### src/rtl/fill_pkg.sv
// Shared encodings, fault codes and timing defaults for the pill-bottle fill sequencer.
package fill_pkg;

   typedef enum logic [2:0] {
      ST_SETTING   = 3'd0,
      ST_RUNNING   = 3'd1,
      ST_SWITCHING = 3'd2,
      ST_DONE      = 3'd3,
      ST_ERROR     = 3'd4,
      ST_FATAL     = 3'd5
   } state_t;

   typedef enum logic [1:0] {
      ERR_NONE     = 2'd0,
      ERR_HOPPER   = 2'd1,
      ERR_CONVEYOR = 2'd2,
      ERR_ESTOP    = 2'd3
   } err_t;

   localparam int DEF_CLK_HZ   = 1000;
   localparam int DEF_SWITCH_S = 2;
   localparam int DEF_HOPPER_S = 3;
   localparam int TIMER_W      = 8;

   function automatic logic [3:0] bcd_digit_inc(input logic [3:0] d);
      return (d == 4'd9) ? 4'd0 : d + 4'd1;
   endfunction

endpackage

### src/rtl/bcd_counter.sv
// Multi-digit BCD counter with synchronous clear/increment and a target-hit flag.
// CMP_NEXT selects whether the hit compares the held value or the value after one increment.
module bcd_counter
   import fill_pkg::*;
#(
   parameter int DIGITS   = 3,
   parameter bit CMP_NEXT = 1'b0
) (
   input  logic                  i_clk,
   input  logic                  i_rst_n,
   input  logic                  i_clr,
   input  logic                  i_inc,
   input  logic [4*DIGITS-1:0]   i_cmp,
   output logic [4*DIGITS-1:0]   o_value,
   output logic                  o_hit
);

   logic [4*DIGITS-1:0] r_value;
   logic [4*DIGITS-1:0] w_inc;
   logic [DIGITS-1:0]   w_carry;

   generate
      for (genvar gi = 0; gi < DIGITS; gi++) begin : g_digit
         if (gi == 0) begin : g_lsd
            assign w_carry[gi] = 1'b1;
         end else begin : g_upper
            // A digit advances only when every lower digit is rolling over from 9.
            assign w_carry[gi] = w_carry[gi-1] & (r_value[4*(gi-1) +: 4] == 4'd9);
         end
         assign w_inc[4*gi +: 4] = w_carry[gi] ? bcd_digit_inc(r_value[4*gi +: 4])
                                               : r_value[4*gi +: 4];
      end
   endgenerate

   always_ff @(posedge i_clk) begin
      if (!i_rst_n) begin
         r_value <= '0;
      end else if (i_clr) begin
         r_value <= '0;
      end else if (i_inc) begin
         r_value <= w_inc;
      end
   end

   generate
      if (CMP_NEXT) begin : g_hit_next
         assign o_hit = (w_inc == i_cmp);
      end else begin : g_hit_now
         assign o_hit = (r_value == i_cmp);
      end
   endgenerate

   assign o_value = r_value;

endmodule

### src/rtl/fill_sequencer.sv
// Pill-bottle fill sequencer: counts pills into bottles, dwells while the conveyor swaps
// bottles, and latches hopper, conveyor and emergency-stop faults.
module fill_sequencer
   import fill_pkg::*;
#(
   parameter int CLK_HZ   = DEF_CLK_HZ,
   parameter int SWITCH_S = DEF_SWITCH_S,
   parameter int HOPPER_S = DEF_HOPPER_S
) (
   input  logic        clk_1khz,
   input  logic        clr_n,
   input  logic        start,
   input  logic        pill_pulse,
   input  logic        conveyor_ok,
   input  logic        estop,
   input  logic [11:0] tgt_pills,
   input  logic [7:0]  tgt_bottles,
   output logic [2:0]  state,
   output logic [11:0] now_pills,
   output logic [7:0]  now_bottles,
   output logic        hopper_en,
   output logic        conveyor_run,
   output logic [1:0]  err_code,
   output logic        done
);

   localparam int PW = (CLK_HZ > 1) ? $clog2(CLK_HZ) : 1;
   localparam logic [PW-1:0]      PRESC_MAX = PW'(CLK_HZ - 1);
   localparam logic [TIMER_W-1:0] HOP_LOAD  = TIMER_W'(HOPPER_S);
   localparam logic [TIMER_W-1:0] SW_LOAD   = TIMER_W'(SWITCH_S);

   state_t              r_state, w_state_next;
   err_t                r_err, w_err_next;
   logic [TIMER_W-1:0]  r_hop, w_hop_next;
   logic [TIMER_W-1:0]  r_sw, w_sw_next;
   logic [PW-1:0]       r_presc;
   logic                r_hopper_en, r_conveyor_run, r_done;

   logic w_tick, w_load;
   logic w_cnt_clr, w_pill_clr, w_pill_inc, w_btl_inc;
   logic w_pill_hit, w_btl_hit;

   bcd_counter #(
      .DIGITS   (3),
      .CMP_NEXT (1'b0)
   ) u_pills (
      .i_clk   (clk_1khz),
      .i_rst_n (clr_n),
      .i_clr   (w_cnt_clr | w_pill_clr),
      .i_inc   (w_pill_inc),
      .i_cmp   (tgt_pills),
      .o_value (now_pills),
      .o_hit   (w_pill_hit)
   );

   // The bottle hit looks ahead one increment so DONE is chosen on the completing edge.
   bcd_counter #(
      .DIGITS   (2),
      .CMP_NEXT (1'b1)
   ) u_bottles (
      .i_clk   (clk_1khz),
      .i_rst_n (clr_n),
      .i_clr   (w_cnt_clr),
      .i_inc   (w_btl_inc),
      .i_cmp   (tgt_bottles),
      .o_value (now_bottles),
      .o_hit   (w_btl_hit)
   );

   assign w_tick = (r_presc == PRESC_MAX);

   always_ff @(posedge clk_1khz) begin
      if (!clr_n) begin
         r_presc <= '0;
      end else if (w_load || w_tick) begin
         r_presc <= '0;
      end else begin
         r_presc <= r_presc + PW'(1);
      end
   end

   always_comb begin
      w_state_next = r_state;
      w_err_next   = r_err;
      w_hop_next   = r_hop;
      w_sw_next    = r_sw;
      w_load       = 1'b0;
      w_cnt_clr    = 1'b0;
      w_pill_clr   = 1'b0;
      w_pill_inc   = 1'b0;
      w_btl_inc    = 1'b0;
      if (estop && (r_state != ST_SETTING)) begin
         w_state_next = ST_FATAL;
         w_err_next   = ERR_ESTOP;
      end else begin
         case (r_state)
            ST_SETTING: begin
               if (start && (tgt_pills != '0) && (tgt_bottles != '0)) begin
                  w_cnt_clr    = 1'b1;
                  w_hop_next   = HOP_LOAD;
                  w_load       = 1'b1;
                  w_state_next = ST_RUNNING;
               end
            end
            ST_RUNNING: begin
               // Completion wins over a same-cycle pill (discarded) and over timeout.
               if (w_pill_hit) begin
                  w_pill_clr = 1'b1;
                  w_btl_inc  = 1'b1;
                  if (w_btl_hit) begin
                     w_state_next = ST_DONE;
                  end else begin
                     w_sw_next    = SW_LOAD;
                     w_load       = 1'b1;
                     w_state_next = ST_SWITCHING;
                  end
               end else if (pill_pulse) begin
                  w_pill_inc = 1'b1;
                  w_hop_next = HOP_LOAD;
                  w_load     = 1'b1;
               end else if (r_hop == '0) begin
                  w_state_next = ST_ERROR;
                  w_err_next   = ERR_HOPPER;
               end else if (w_tick) begin
                  w_hop_next = r_hop - TIMER_W'(1);
               end
            end
            ST_SWITCHING: begin
               if (r_sw == '0) begin
                  if (conveyor_ok) begin
                     w_hop_next   = HOP_LOAD;
                     w_load       = 1'b1;
                     w_state_next = ST_RUNNING;
                  end else begin
                     w_state_next = ST_ERROR;
                     w_err_next   = ERR_CONVEYOR;
                  end
               end else if (w_tick) begin
                  w_sw_next = r_sw - TIMER_W'(1);
               end
            end
            ST_DONE: begin
               if (start) begin
                  w_state_next = ST_SETTING;
               end
            end
            ST_ERROR: begin
               if (start) begin
                  w_err_next = ERR_NONE;
                  w_load     = 1'b1;
                  if (r_err == ERR_HOPPER) begin
                     w_hop_next   = HOP_LOAD;
                     w_state_next = ST_RUNNING;
                  end else begin
                     w_sw_next    = SW_LOAD;
                     w_state_next = ST_SWITCHING;
                  end
               end
            end
            ST_FATAL: begin
               w_state_next = ST_FATAL;
            end
            default: begin
               w_state_next = ST_SETTING;
            end
         endcase
      end
   end

   always_ff @(posedge clk_1khz) begin
      if (!clr_n) begin
         r_state        <= ST_SETTING;
         r_err          <= ERR_NONE;
         r_hop          <= '0;
         r_sw           <= '0;
         r_hopper_en    <= 1'b0;
         r_conveyor_run <= 1'b0;
         r_done         <= 1'b0;
      end else begin
         r_state        <= w_state_next;
         r_err          <= w_err_next;
         r_hop          <= w_hop_next;
         r_sw           <= w_sw_next;
         r_hopper_en    <= (w_state_next == ST_RUNNING);
         r_conveyor_run <= (w_state_next == ST_SWITCHING);
         r_done         <= (w_state_next == ST_DONE) && (r_state != ST_DONE);
      end
   end

   assign state        = r_state;
   assign err_code     = r_err;
   assign hopper_en    = r_hopper_en;
   assign conveyor_run = r_conveyor_run;
   assign done         = r_done;

endmodule

### config.mk
export PLATFORM = sky130hd
export DESIGN_NAME = fill_sequencer
export DESIGN_NICKNAME = d
export VERILOG_FILES = /design/src/rtl/fill_pkg.sv /design/src/rtl/bcd_counter.sv /design/src/rtl/fill_sequencer.sv
export SDC_FILE = /design/constraint.sdc
export NUM_CORES = 1
export LEC_CHECK = 0
export CAP_MARGIN = 20
export CORE_MARGIN = 2
export CORE_UTILIZATION = 50
export CTS_CLUSTER_DIAMETER = 50
export CTS_CLUSTER_SIZE = 12
export DETAILED_ROUTE_END_ITERATION = 6
export DONT_BUFFER_PORTS = 1
export PLACE_DENSITY = 0.7
export SLEW_MARGIN = 5
export SYNTH_ARGS = -nofsm -noshare
export SYNTH_HDL_FRONTEND = slang
export SYNTH_SLANG_ARGS = --single-unit
### constraint.sdc
create_clock -name clk_1khz -period 6.9 [get_ports clk_1khz]
set_input_delay 1.725 -clock clk_1khz [delete_from_list [all_inputs] [get_ports clk_1khz]]
set_output_delay 1.725 -clock clk_1khz [all_outputs]
set_load 0.005 [all_outputs]
==> impl_metrics.yaml <==
pwr:
  p_seq_share_pct: 45.9
  p_clk_share_pct: 22.3
  p_comb_share_pct: 31.8
  ir_drop_v: 0.0000965
  p_total_uw: 825
  p_int_uw: 510
  switching_share_pct: 38.2
  power_switching_uw: 315
  powerDensity_nw_per_um2: 235
  leakage_nw: 1.20
sta:
  skew_ps: 11.1
  setup_violations: 0
  fmax_mhz: 276
  slew_violations: 0
  hold_violations: 0
  tns_ps: 0
  tightest_slew_ps: 1040
  slew_headroom_pct: 29.7
  rsz0062_at_grt: "false"
  finalCritPeriodShare_pct: 52.5
  finalCriticalPeriod_ps: 3620
  setup_slack_ps: 3280
yosys:
  ys_types: 56
  synth_mux_area_share_pct: 0.879
  synth_compound_area_share_pct: 18.7
  synth-edff-count: 0
  synth-simple-area-share_pct: 33.0
  synthFlopType: "dfxtp_1"
  yosysSeqAreaShare_pct: 31.6
  synth_warnings: 0
  syn_area_um2: 3420
  synth-xor-area-share_pct: 8.90
  async_flop_share_pct: 0
  synthAdderAreaFrac_pct: 2.12
  ys_seq_elements: 54
  synth.avg_cell_area_um2: 7.64
  syn-num-nets: 478
  synth_cells: 447
  synth_top_family_by_area: "simple AND/OR/NAND/NOR gates"
detailed_routing:
  drc: 0
  wl_per_cell_um: 15.4
  num_vias: 3121
  via_per_inst: 6.10
  drt_iter0_drc: 220
  drt_first_pass_iters: 5
  drtAntennaViolNets: 0
  drt-total-wl_mm: 7.91
clock_tree:
  clkSinkCount: 54
  clkTransAtPathRegs_ps: 110
  cts_tree: "yes"
  post_cts_resized: 0
  post-cts-setup-buffer-count: 0
  clockBufferDepth: 2
  htreeDepth: 2
  cts_root_buf: "clkbuf_8"
  cts_hold_buf: 0
  cts_buffers: 5
  clk_latency_ps: 320
grt:
  grt_pass1_vias: 2848
  antenna_found_initial: 0
  track_usage_pct: 21.7
  grt_pass1_wl_mm: 13.3
  grt_max_degree: 22
  gr-total-overflow: 0
die:
  rows: 30
  fp.dieH_um: 86.7
  initial_core_util_pct: 50.8
  design.core.area_um2: 6720
  dieWidth_um: 86.7
  dieArea_um2: 7510
  num_io_pins: 54
layout:
  nFillCells: 668
  drive_gt1_share_pct: 3.24
  n_antenna_cell: 0
  fin_nets: 462
  areaGrowthSynthToFinish_pct: 2.75
  layout.cells.non_filler: 512
  seq_area_um2: 1080
  multi_input_area_um2: 2170
worst_setup_path:
  crit_type: "input pin to register"
  worst_setup_path_start_kind: "input pin"
  worstReg2RegEnd: "u_pills.o_value[11]$_SDFFE_PP0P_"
  cpLargestDelayFamily: "simple AND/OR/NAND/NOR gates"
  reg2reg_slack_ps: 3910
  slowest_stage: "nor4b_1"
  crit_path_frequent_cell: "nand4b_1"
  cp_num_buf_inv: 0
  crit_path_end_kind: "register"
  r2r_cells: 7
  cp-endpoint: "u_pills.o_value[11]$_SDFFE_PP0P_"
  crit_fanout: 14
  crit_chain: "nor4b_1 > and3_1 > nand4b_1 > nor2_1 > nand4b_1 > or3_1 > a31oi_1"
  critPathMaxStageDelay_ps: 720
  cp_num_cells: 7
  required_ps: 7150
  cp_data_arrival_time_ps: 3870
  critical_path.startpoint: "estop"
  r2r_start: "state[0]$_SDFF_PN0_"
status:
  outcome: "completed"
job:
  drv_cap: 0
place:
  dpl.hpwl_mm: 5.78
  io_buffers: 0
  pre_cts_ws_ps: 3020
  routabilityCongestion: 0.961
  post-place-cells: 504
min_path:
  min_from: "r_presc[0]$_SDFF_PP0_"
  min_path_type: "register to register"
power by group through the flow:
stage / registers (mW) / clock network [mW] / logic [mW]
CTS: 0.377 / 0.190 / 0.259
global route: 0.384 / 0.202 / 0.298
detailed placement: 0.384 / 0 / 0.258
finish: 0.379 / 0.184 / 0.263
floorplan: 0.363 / 0 / 0.224
global placement: 0.383 / 0 / 0.256
synth_stat cells (all sizes together), types with 3 or more instances:
cell / instances / area, um^2
a211o: 3 / 26.3
a211oi: 4 / 30.0
a21oi: 41 / 205
a31oi: 4 / 25.0
and3: 12 / 75.1
and4: 3 / 26.3
buf: 10 / 50.1
clkbuf: 13 / 48.8
dfxtp: 54 / 1080
ha: 5 / 62.6
inv: 17 / 63.8
mux2i: 3 / 30.0
nand2: 28 / 105
nand2b: 7 / 43.8
nand3: 13 / 65.1
nand3b: 5 / 37.5
nand4: 6 / 37.5
nand4b: 4 / 35.0
nor2: 53 / 199
nor2b: 11 / 68.8
nor3: 19 / 95.1
nor3b: 9 / 67.6
nor4: 12 / 75.1
nor4b: 5 / 43.8
o21a: 3 / 22.5
o21ai: 30 / 154
or3: 10 / 62.6
xnor2: 11 / 96.3
xor2: 21 / 184
layer usage:
| layer | wire (um) | GRT usage [%] | vias to the layer above |
|---|---|---|---|
| met4 | 94 | 6.25 | 0 |
| met5 | 0 | 0 | - |
| li1 | - | - | 1578 |
| met3 | 458 | 4.95 | 11 |
| met2 | 3620 | 34.8 | 91 |
| met1 | 3740 | 29.2 | 1441 |
cells in the final DEF (no fill, tap or decap), types with 4 or more instances in the layout:
master,instances
nand4_1,6
nor3b_1,9
or3_1,10
clkbuf_8,5
nand3b_1,5
and3_1,12
dfxtp_1,54
nand3_1,13
nor4b_1,5
xnor2_1,11
nand2_1,28
o21ai_0,28
nor3_1,19
nand4b_1,4
nor4_1,12
ha_1,5
nor2_1,53
a211oi_1,4
a31oi_1,4
nand2b_1,7
xor2_1,21
nor2b_1,11
inv_1,17
a21oi_1,41
worst min-delay path by stage:
stage	end	slack (ps)	depth (start not counted)
2_1_floorplan	r_presc[0]$_SDFF_PP0_	430	1
3_3_place_gp	r_presc[0]$_SDFF_PP0_	450	1
3_5_place_dp	r_presc[0]$_SDFF_PP0_	460	1
4_1_cts	r_presc[0]$_SDFF_PP0_	480	1
5_1_grt	r_presc[0]$_SDFF_PP0_	500	1
6_report	r_presc[0]$_SDFF_PP0_	480	1
sequential cells by signal (all words and copies together) (netlist names):
signal and cells:
conveyor_run 1, done 1, err_code 2, hopper_en 1
r_hop 8, r_presc 10, r_sw 8, state 3
u_bottles.o_value 8, u_pills.o_value 12
cell families (layout without fill, tap and decap cells):
logic type,count (synthesis),in the layout
compound gates,104,104
simple gates,207,207
buf+inv,40,25
xor+xnor,33,33
fa+ha+maj,6,6
flops,54,54
mux,3,3
area by class of cell:
cell class              count  share of cell area [%]
flip-flops and latches     54                    30.8
multi-input cells         353                    61.9
clock inverters             3                   0.677
inverters                  17                    1.82
clock buffers               5                    1.96
well taps                  80                    2.85
stage by stage:
| stage | cell area (um^2) | hold WS (ps) | util [%] |
|---|---|---|---|
| after detailed placement | 3420 | 458 | 50.9 |
| after global routing | 3510 | 505 | 52.2 |
| after floorplan | 3420 | 430 | - |
| after CTS | 3510 | 482 | 52.2 |
| after global placement | 3420 | 449 | 50.9 |
| final | 3510 | 483 | 52.2 |
(Power assumes the default switching activity.)
